[config.mk]
export PLATFORM = sky130hd
export DESIGN_NAME = fetch_decode
export DESIGN_NICKNAME = d
export VERILOG_FILES = /design/src/rtl/cpu_isa_pkg.sv /design/src/rtl/fetch_decode.sv
export SDC_FILE = /design/constraint.sdc
export NUM_CORES = 1
export LEC_CHECK = 0
export CORE_UTILIZATION = 44
export DETAILED_ROUTE_END_ITERATION = 8
export PLACE_DENSITY_LB_ADDON = 0.25
export SETUP_SLACK_MARGIN = 0.5
export SYNTH_ARGS = -nofsm -noshare
export SYNTH_HDL_FRONTEND = slang
export SYNTH_SLANG_ARGS = --single-unit
export TNS_END_PERCENT = 30
[constraint.sdc]
create_clock -name clk -period 1.75 [get_ports clk]
set_input_delay 0.35 -clock clk [delete_from_list [all_inputs] [get_ports clk]]
set_output_delay 0.35 -clock clk [all_outputs]
set_load 0.02 [all_outputs]
[src/rtl/cpu_isa_pkg.sv]
// Shared ISA definitions for the mini CPU: opcodes, instruction field positions and fetch states.
package cpu_isa_pkg;

  localparam logic [1:0] OP_MOV  = 2'b00;
  localparam logic [1:0] OP_ADD  = 2'b01;
  localparam logic [1:0] OP_SUB  = 2'b10;
  localparam logic [1:0] OP_HALT = 2'b11;

  localparam int unsigned OP_MSB  = 7;
  localparam int unsigned OP_LSB  = 6;
  localparam int unsigned RD_MSB  = 5;
  localparam int unsigned RD_LSB  = 4;
  localparam int unsigned RS_MSB  = 1;
  localparam int unsigned RS_LSB  = 0;
  localparam int unsigned IMM_MSB = 3;
  localparam int unsigned IMM_LSB = 0;

  typedef enum logic [1:0] {
    StIdle   = 2'b00,
    StRun    = 2'b01,
    StHalted = 2'b10
  } fetch_state_e;

  typedef struct packed {
    logic [1:0] op;
    logic [1:0] rd;
    logic [1:0] rs;
    logic [3:0] imm;
  } dec_t;

  // Pure field split; rs and imm are extracted for every opcode.
  function automatic dec_t decode(input logic [7:0] instr);
    dec_t d;
    d.op  = instr[OP_MSB:OP_LSB];
    d.rd  = instr[RD_MSB:RD_LSB];
    d.rs  = instr[RS_MSB:RS_LSB];
    d.imm = instr[IMM_MSB:IMM_LSB];
    return d;
  endfunction

  function automatic logic is_alu(input logic [1:0] op);
    return (op == OP_ADD) || (op == OP_SUB);
  endfunction

endpackage

[src/rtl/fetch_decode.sv]
// Fetch/decode sequencer: walks the PC, splits instructions and hands them over valid/ready.
// Optional retired-instruction counter enabled by defining FETCH_PERF_EN.
module fetch_decode
  import cpu_isa_pkg::*;
(
  input  logic       clk,
  input  logic       rst,
  input  logic       start,
  output logic [3:0] pc,
  input  logic [7:0] instr,
  output logic       dec_valid,
  input  logic       dec_ready,
  output logic [1:0] dec_op,
  output logic [1:0] dec_rd,
  output logic [1:0] dec_rs,
  output logic [3:0] dec_imm,
  output logic       busy,
`ifdef FETCH_PERF_EN
  output logic       halted,
  output logic [7:0] retired_cnt
`else
  output logic       halted
`endif
);

  fetch_state_e state_q, state_d;
  logic [3:0]   pc_q, pc_d;
  logic         valid_q, valid_d;
  dec_t         dec_q, dec_d;
  dec_t         fetched;
  logic         load;
  logic         start_accept;

  assign fetched      = decode(instr);
  assign load         = (state_q == StRun) && (!valid_q || dec_ready);
  assign start_accept = start && (state_q != StRun);

  always_comb begin
    state_d = state_q;
    pc_d    = pc_q;
    valid_d = valid_q;
    dec_d   = dec_q;
    unique case (state_q)
      StIdle, StHalted: begin
        if (start) begin
          state_d = StRun;
          pc_d    = 4'd0;
          valid_d = 1'b0;
        end
      end
      StRun: begin
        if (load) begin
          if (fetched.op == OP_HALT) begin
            // Held instruction (if any) is accepted this cycle; PC parks on the HALT.
            state_d = StHalted;
            valid_d = 1'b0;
          end else begin
            dec_d   = fetched;
            valid_d = 1'b1;
            pc_d    = pc_q + 4'd1;
          end
        end
      end
      default: state_d = StIdle;
    endcase
  end

  always_ff @(posedge clk or posedge rst) begin
    if (rst) begin
      state_q <= StIdle;
      pc_q    <= 4'd0;
      valid_q <= 1'b0;
      dec_q   <= '0;
    end else begin
      state_q <= state_d;
      pc_q    <= pc_d;
      valid_q <= valid_d;
      dec_q   <= dec_d;
    end
  end

  assign pc        = pc_q;
  assign dec_valid = valid_q;
  assign dec_op    = dec_q.op;
  assign dec_rd    = dec_q.rd;
  assign dec_rs    = dec_q.rs;
  assign dec_imm   = dec_q.imm;
  assign busy      = (state_q == StRun);
  assign halted    = (state_q == StHalted);

`ifdef FETCH_PERF_EN
  logic [7:0] retired_q;

  always_ff @(posedge clk or posedge rst) begin
    if (rst) begin
      retired_q <= 8'd0;
    end else if (start_accept) begin
      retired_q <= 8'd0;
    end else if (valid_q && dec_ready) begin
      retired_q <= retired_q + 8'd1;
    end
  end

  assign retired_cnt = retired_q;
`else
  logic unused_start_accept;
  assign unused_start_accept = start_accept;
`endif

endmodule

==> results of run 1 <==
## path summary, 6_finish.rpt
kind,cells after the start,slack [ps],start,endpoint
setup / recovery,2,330,state_q[0],halted
max in group asynchronous,2,970,rst,dec_op[1]
setup reg to reg,4,440,state_q[1],pc[1]
hold reg to reg,1,510,dec_op[1],dec_op[1]
hold / removal,2,410,rst,pc[1]
min in group clk,1,510,dec_op[1],dec_op[1]
## cells in the mapped netlist (2+ instances only)
cell type and instances:
buf_4 2, mux2i_1 2, dfrtp_1 15, mux2_2 8
nand2_1 3, nand2b_1 2, inv_1 4
## metal layers
layer  vias up  GRT usage [%]
met2        19           30.3
met4         0           9.38
li1        276              -
met5         -              0
met1       269           22.3
met3         4           2.59
## power by group
part | internal [mW] | total [mW] | switching, mW | leakage, nW
Combinational | 0.634 | 1.24 | 0.606 | 0.349
Sequential | 0.509 | 0.613 | 0.105 | 0.183
Clock | 0.0885 | 0.200 | 0.112 | 0.0150
## per-stage QoR
stage | area [um2] | total power [mW]
2_1_floorplan | 709 | 1.29
3_3_place_gp | 995 | 1.70
3_5_place_dp | 995 | 1.74
4_1_cts | 1000 | 1.84
5_1_grt | 1100 | 2.19
6_report | 1100 | 2.05
## registers in the layout, indices dropped and copies added, names as in the netlist
register,count
dec_rs,1
state_q,2
dec_op,2
dec_rd,2
pc,4
dec_valid,1
dec_imm,3
## cells by family (layout without fill, tap and decap cells)
logic type,Yosys count,after routing,synth area share (%)
AND/OR/NAND/NOR,12,13,12.3
adder cells (fa/ha/maj),1,1,1.76
buffers and inverters,7,47,5.47
AO/OA/AOI/OAI,9,9,12.0
multiplexers,10,10,15.5
flip-flops,15,15,52.9
## layout by cell type, fill, tap and decap left out, types with 4 or more instances in the layout
cell              n
buf_2             7
inv_1             4
dfrtp_1          15
mux2_4            4
mux2_2            4
buf_4             8
dlygate4sd2_1     8
clkdlybuf4s50_1  11
## cell type report
type                            count  area share, %
Multi-Input combinational cell     33           29.8
Inverter                            5           2.15
Timing Repair Buffer               38           29.8
Clock buffer                        4           2.38
Tap cell                           16           1.81
Sequential cell                    15           34.0
## repair_timing
| action | CTS | global route |
|---|---|---|
| endpoints found under the setup margin | 30 | 24 |
| endpoints found under the hold margin | 0 | 0 |
| buffers inserted | 4 | 6 |
| pin swaps | 0 | 2 |
| gates cloned | 0 | 1 |
| gates resized for setup | 47 | 9 |
==> run_results.csv, run 1 <==
group,metric,value,unit
synthesis,synth_area_leaders,"dfrtp_1, mux2_2, o31ai_4",
sta,skew,4.36,ps
sta,setup-violations-final,0,
synthesis,avgSynthCellArea,13.1,um2
setup_path,path_max_fanout,3,
layout,post-route-util,73.3,%
synthesis,syn_area,709,um2
drt,drt-pass1-iter-count,4,
setup_path,criticalPathCategory,"flip-flop to output pin",
setup_path,crit_chain,"and2b_1 -> buf_6",
clock_network,cts_tree,"done",
floorplan,die_h,42.2,um
drt,wl_met3,70,um
synthesis,yosys.area.top_type_share,52.9,%
sta,slew_headroom,62.7,%
drt,vias,568,
synthesis,synth-edff-count,0,
outcome,status,"complete, no violations",
setup_path,endpoint_kind,"output pin",
layout,antenna_cells,0,
clock_network,clk_pin_slew,90,ps
drt,routed_wirelength,1550,um
setup_path,max_stage_delay,420,ps
drt,maxUsedRoutingLayer,"met4",
sta,tns,0,ps
run,max-cap-violations,0,
sta,fin_ws,330,ps
setup_path,start_kind,"flip-flop",
setup_path,cp_num_buf_inv,1,
floorplan,start_util,47.1,%
synthesis,synth_area_leader_cell,"dfrtp_1",
floorplan,die_x,42.2,um
clock_network,cts_hold_buf,0,
synthesis,synth_warnings,0,
setup_path,required,1400,ps
global_route,grt_max_degree,16,
sta,finalHoldViolations,0,
drt,met1_length,649,um
worst_hold_path,hold_path_class,"input port to asynchronous set/reset pin",
synthesis,synth_fp_nets,67,
floorplan,io_pins,29,
drt,drc,0,
sta,fin_crit,1420,ps
drt,drtAntennaViolNets,0,
layout,fill_cells,113,
drt,vias_per_cell,5.12,
clock_network,insertion_delay,280,ps
clock_network,clockRootBuffer,"clkbuf_4",
placed_design,io_buffers,28,
layout,fin_cells,111,
global_route,grt_pass1_wl,2350,um
drt,drtIter0Drc,8,
synthesis,ys_async_sr_fraction,100,%
clock_network,numClockSinks,15,
synthesis,synth_seq_area_share,52.9,%
global_route,grt_usage,18.0,%
floorplan,coreArea,1510,um2
sta,worst_pin_slew,559,ps
synthesis,netlist_instances,54,
synthesis,synth-seq-cells,15,
setup_path,crit_slowest_cell,"dfrtp_1",
floorplan,dieArea,1780,um2
layout,seq_area,375,um2
placed_design,dpl_worst_slack,61.1,ps
sta,timing.final.crit_share,81.1,%
placed_design,gp_congestion,0.692,
global_route,grt_remaining_overflow,0,
setup_path,cpLargestDelayFamily,"flip-flops",
sta,slew_viol_final,0,
layout,multiInputGateArea,329,um2
synthesis,synth.distinct_cells,25,
global_route,grt_pass1_vias,493,
clock_network,clockBufferDepth,2,
drt,wl_per_cell,13.9,um
setup_path,worstPathArrival,1070,ps
clock_network,cts_buffers,3,
floorplan,rows,14,
power,ir_worst_vdd,0.968,mV
placed_design,dp_cells,96,
layout,fin_nets,109,
placed_design,dp_hpwl,980,um
power,leakage,0.547,nW
power,powerDensity,1860,nW/um2
sta,rsz0062_at_grt,"true",
drt,met2_length,797,um
sta,holdWs,412,ps
sta,fmax,704,MHz
global_route,antenna_found_initial,0,
synthesis,ys.flop_type,"dfrtp_1",
layout,area_growth_syn_to_layout,55.6,%
clock_network,h-tree-depth,1,
layout,final_layout_size_suffix_gt1_share,40.0,%
Power figures use the tool's default switching activity.
==> run 2: changes to the inputs <==
--- a/config.mk
+++ b/config.mk
@@ -5,7 +5,7 @@
 export SDC_FILE = /design/constraint.sdc
 export NUM_CORES = 1
 export LEC_CHECK = 0
-export CORE_UTILIZATION = 44
+export CORE_UTILIZATION = 41
 export DETAILED_ROUTE_END_ITERATION = 8
 export PLACE_DENSITY_LB_ADDON = 0.25
 export SETUP_SLACK_MARGIN = 0.5
==> constraint.sdc (replaced) <==
create_clock -name clk -period 1.41 [get_ports clk]
set_input_delay 0.282 -clock clk [delete_from_list [all_inputs] [get_ports clk]]
set_output_delay 0.282 -clock clk [all_outputs]
set_load 0.02 [all_outputs]
==> run 2 against run 1 <==
  * Clock-buffer cell count shrank 1
  * Clock power increased by 25%
  * Global-route usage up 1.7 points
  * Largest cell class is now non-clock buffers
  * Critical path depth rose by 3
  * Critical path type is now input port to flip-flop
  * The run now ends with design-rule violations left
  * Combinational power grew 39%
  * Via count rose by 6.9%
==> run_results.csv, run 2 (same netlist as run 1, synthesis figures left out) <==
group,metric,value,unit
outcome,violations,"design-rule violations",
layout,mostFrequentLayoutCell,"dfrtp_1",
layout,fin_cells,114,
drt,wl_met3,88,um
global_route,grt_max_degree,11,
layout,seq_area,377,um2
drt,wl_per_cell,15.6,um
global_route,grt_pass1_vias,627,
layout,antenna_cells,0,
clock_network,cts_tree,"done",
run,max-cap-violations,0,
clock_network,clockRootBuffer,"clkbuf_4",
layout,fill_cells,105,
floorplan,die_h,43.6,um
setup_path,worstPathArrival,1510,ps
sta,holdWs,258,ps
floorplan,io_pins,29,
sta,slew_headroom,74.8,%
sta,fin_crit,1350,ps
layout,largest_reg_flops,4,
sta,fin_ws,56.8,ps
placed_design,gp_congestion,0.740,
drt,routed_wirelength,1770,um
sta,skew,10.1,ps
floorplan,die_x,43.6,um
setup_path,r2r_slack,90,ps
layout,area_growth_syn_to_layout,66.7,%
power,power,2.75,mW
setup_path,crit_start,"instr[7]",
sta,fmax,739,MHz
layout,final_layout_size_suffix_gt1_share,44.9,%
drt,vias,607,
placed_design,dp_cells,104,
floorplan,start_util,45.5,%
layout,multiInputGateArea,348,um2
setup_path,path_max_fanout,3,
floorplan,coreArea,1560,um2
drt,met1_length,764,um
sta,worst_pin_slew,377,ps
global_route,antenna_found_initial,0,
global_route,grt_pass1_wl,2700,um
clock_network,insertion_delay,290,ps
worst_hold_path,hold_path_class,"input port to asynchronous set/reset pin",
sta,finalHoldViolations,0,
setup_path,criticalPathCategory,"input port to flip-flop",
sta,setup-violations-final,0,
outcome,status,"finished with violations",
placed_design,dpl_worst_slack,-230,ps
clock_network,clk_pin_slew,100,ps
drt,vias_per_cell,5.32,
clock_network,numClockSinks,15,
global_route,grt_usage,19.6,%
setup_path,start_kind,"input port",
global_route,grt_remaining_overflow,0,
clock_network,cts_buffers,3,
clock_network,h-tree-depth,1,
clock_network,clockBufferDepth,2,
drt,drtAntennaViolNets,0,
sta,rsz0062_at_grt,"true",
layout,mostFrequentLayoutCells,"dfrtp_1, clkdlybuf4s50_1, buf_6, buf_4, dlygate4sd2_1",
power,leakage,0.577,nW
sta,timing.final.crit_share,96.0,%
floorplan,dieArea,1900,um2
layout,design_area,1180,um2
floorplan,rows,14,
drt,maxUsedRoutingLayer,"met4",
placed_design,io_buffers,28,
sta,slew_viol_final,0,
placed_design,place_area,1060,um2
setup_path,required,1570,ps
layout,fin_nets,112,
drt,drt-pass1-iter-count,6,
placed_design,dp_hpwl,1120,um
drt,drtIter0Drc,14,
setup_path,rr_startpoint,"state_q[0]",
power,ir_worst_vdd,1.38,mV
setup_path,endpoint_kind,"flip-flop",
drt,drc,2,
drt,met2_length,896,um
power,powerDensity,2320,nW/um2
[run 2: changes by cell type in the layout (fill, tap and decap cells not counted), sizes merged]
cell and delta:
buf +3, clkbuf -1, clkinvlp +1
[run 2: critical path, cell delays in order]
cell and delay, ps:
clkdlybuf4s50_1 540, nand2_1 190, buf_4 180, a41oi_1 260, a21oi_2 60
[run 2: routing by layer]
| metal | GRT usage, % | vias to the layer above |
|---|---|---|
| met2 | 34.3 | 26 |
| met1 | 24.5 | 293 |
| li1 | - | 281 |
| met4 | 5.63 | 0 |
| met5 | 0 | - |
| met3 | 3.75 | 7 |
[run 2: final cells by class]
cell class | count | share of cell area, %
clock buffer | 3 | 1.90
sequential | 15 | 31.9
clock inverter | 1 | 0.635
timing repair buffer | 41 | 32.5
tap | 16 | 1.69
inverter | 5 | 2.01
multi-input combinational | 33 | 29.4
[run 2: worst paths after layout]
check | end | cells past startpoint
max | pc[2] | 5
max in group asynchronous | dec_imm[1] | 3
min in group clk | dec_op[0] | 1
min reg2reg | dec_op[0] | 1
min | dec_valid | 2
max reg2reg | dec_imm[3] | 6
[run 2: where the power goes]
part	switching, mW	internal (mW)	total [mW]
sequential	0.145	0.635	0.780
combinational	0.823	0.895	1.72
clock	0.142	0.108	0.250
[run 2: timing repair]
item | CTS | global route
hold buffers | 0 | 0
endpoints found under the setup margin | 32 | 32
pin swaps | 1 | 1
buffers inserted | 4 | 1
cloned | 1 | 0
gates resized for setup | 65 | 9
[run 2: per-stage QoR]
step,utilization (%),setup TNS (ps)
after floorplan,-,0
after CTS,73.3,0
after detailed placement,67.7,-2430
after global routing,75.8,-2.02
after global placement,67.7,-2150
final,75.8,0
==> run 3: changes to the inputs <==
--- a/config.mk
+++ b/config.mk
@@ -6,10 +6,11 @@
 export NUM_CORES = 1
 export LEC_CHECK = 0
 export CORE_UTILIZATION = 41
+export CTS_BUF_LIST = sky130_fd_sc_hd__clkbuf_16
 export DETAILED_ROUTE_END_ITERATION = 8
-export PLACE_DENSITY_LB_ADDON = 0.25
+export PLACE_DENSITY = 0.77
 export SETUP_SLACK_MARGIN = 0.5
 export SYNTH_ARGS = -nofsm -noshare
 export SYNTH_HDL_FRONTEND = slang
 export SYNTH_SLANG_ARGS = --single-unit
-export TNS_END_PERCENT = 30
+export TNS_END_PERCENT = 50
==> run 3 against run 2 <==
  * The run still ends with design-rule violations left
  * Clock-buffer cell count unchanged
  * Highest routed layer unchanged
  * Utilization increased by 6.7 points
  * First-iteration DRC count decreased by 43%
  * Worst setup slack improved by 43 ps
  * Final cell count increased by 3.5%
  * Routed wire length increased by 7.0%
  * Maximum frequency increased by 3.3%
==> run_results.csv, run 3 (same netlist as run 1, synthesis figures left out) <==
group,metric,value,unit
sta,slew_viol_final,0,
drt,vias,624,
drt,wl_per_cell,16.1,um
setup_path,path_max_fanout,5,
setup_path,crit_start,"dec_ready",
run,max-cap-violations,0,
setup_path,r2r_end,"dec_rs[0]",
layout,design_area,1290,um2
drt,vias_per_cell,5.29,
floorplan,die_x,43.6,um
placed_design,place_area,1060,um2
layout,area_growth_syn_to_layout,81.3,%
global_route,grt_remaining_overflow,0,
layout,mostFrequentLayoutCells,"buf_6, dfrtp_1, buf_4, clkdlybuf4s50_1, mux2_4",
clock_network,clockRootBuffer,"clkbuf_16",
outcome,status,"finished with violations",
clock_network,cts_tree,"done",
drt,drtIter0Drc,8,
placed_design,gp_congestion,0.793,
power,powerDensity,2530,nW/um2
layout,antenna_cells,0,
drt,routed_wirelength,1900,um
clock_network,insertion_delay,240,ps
sta,skew,0.414,ps
outcome,violations,"design-rule violations",
setup_path,start_kind,"input port",
sta,finalHoldViolations,0,
setup_path,worstPathArrival,1440,ps
clock_network,numClockSinks,15,
layout,mostFrequentLayoutCell,"buf_6",
layout,final_layout_size_suffix_gt1_share,53.9,%
global_route,grt_pass1_wl,3040,um
layout,fill_cells,87,
global_route,grt_usage,22.6,%
drt,drtAntennaViolNets,0,
global_route,grt_max_degree,11,
setup_path,rr_startpoint,"state_q[0]",
sta,fin_ws,99.5,ps
floorplan,die_h,43.6,um
setup_path,r2r_cells,6,
drt,drt-pass1-iter-count,6,
clock_network,clockBufferDepth,2,
power,leakage,0.656,nW
sta,timing.final.crit_share,92.9,%
setup_path,required,1540,ps
floorplan,coreArea,1560,um2
clock_network,h-tree-depth,1,
worst_hold_path,hold_path_class,"input port to asynchronous set/reset pin",
clock_network,cts_buffers,3,
sta,worst_pin_slew,340,ps
floorplan,start_util,45.5,%
placed_design,dpl_worst_slack,-219,ps
sta,rsz0062_at_grt,"true",
power,power,3.26,mW
sta,slew_headroom,77.3,%
placed_design,io_buffers,28,
placed_design,dp_cells,104,
floorplan,rows,14,
sta,setup-violations-final,0,
clock_network,clk_pin_slew,50,ps
setup_path,r2r_slack,100,ps
placed_design,dp_hpwl,1150,um
layout,largest_reg_flops,4,
setup_path,endpoint_kind,"flip-flop",
power,ir_worst_vdd,1.74,mV
floorplan,io_pins,29,
layout,seq_area,377,um2
floorplan,dieArea,1900,um2
layout,multiInputGateArea,354,um2
sta,fmax,763,MHz
layout,fin_cells,118,
drt,drc,2,
setup_path,criticalPathCategory,"input port to flip-flop",
global_route,grt_pass1_vias,676,
setup_path,critical_path.endpoint,"dec_rs[0]",
global_route,antenna_found_initial,0,
sta,fin_crit,1310,ps
layout,fin_nets,116,
## run 3: cell count changes in the layout (fill, tap and decap cells not counted), moves of 2 or more
cell,before,now
mux2_2,2,0
clkbuf_16,0,3
buf_6,11,18
dlygate4sd2_1,8,0
dlymetal6s2s_1,0,2
mux2_4,6,8
clkdlybuf4s50_1,11,9
clkbuf_4,3,0
buf_4,10,14
## run 3: layer usage
metal	wire length (um)	vias to the layer above	GRT usage (%)	part of all wire, %
met4	24	0	7.50	1.3
met3	129	4	6.67	6.8
met5	0	-	0	0
met1	684	306	24.3	36
li1	-	287	-	-
met2	1060	27	41.8	56
## run 3: layout make-up
cell class | instances | share of cell area (%)
Timing Repair Buffer | 45 | 33.7
Sequential cell | 15 | 29.3
Multi-Input combinational cell | 33 | 27.5
Clock buffer | 3 | 5.84
Inverter | 5 | 1.85
Tap cell | 16 | 1.56
Clock inverter | 1 | 0.292
## run 3: worst min-delay path by stage
stage	from	end	slack, ps	cells past startpoint
3_5_place_dp	dec_op[0]	dec_op[0]	500	1
4_1_cts	rst	dec_rd[0]	260	2
3_3_place_gp	dec_imm[2]	dec_imm[2]	490	1
6_report	rst	dec_imm[3]	250	2
2_1_floorplan	rst	dec_imm[1]	180	1
5_1_grt	rst	dec_rd[0]	280	2
## run 3: what timing repair did
item | CTS | global route
resized for setup | 106 | 10
pin swaps | 1 | 1
hold buffers | 0 | 0
gates cloned | 1 | 0
setup endpoints to repair | 32 | 32
setup buffers | 9 | 0
## run 3: per-stage QoR
step,utilization [%],setup TNS [ps],hold WS [ps]
final,82.5,0,252
after global placement,67.7,-2050,486
after floorplan,-,0,183
after detailed placement,67.7,-2370,499
after global routing,82.5,0,281
after CTS,81.5,0,257
## run 3: critical path: stages
cell and delay (ps):
clkdlybuf4s50_1 500, nand2b_4 180, nand3_4 140, mux2_4 330
## run 3: where the power goes
part           internal (mW)  total (mW)  leakage (nW)  switching [mW]
clock                  0.375       0.543        0.0423           0.168
sequential             0.639       0.804         0.182           0.166
combinational           1.07        1.91         0.432           0.841
total                   2.08        3.26         0.656            1.17
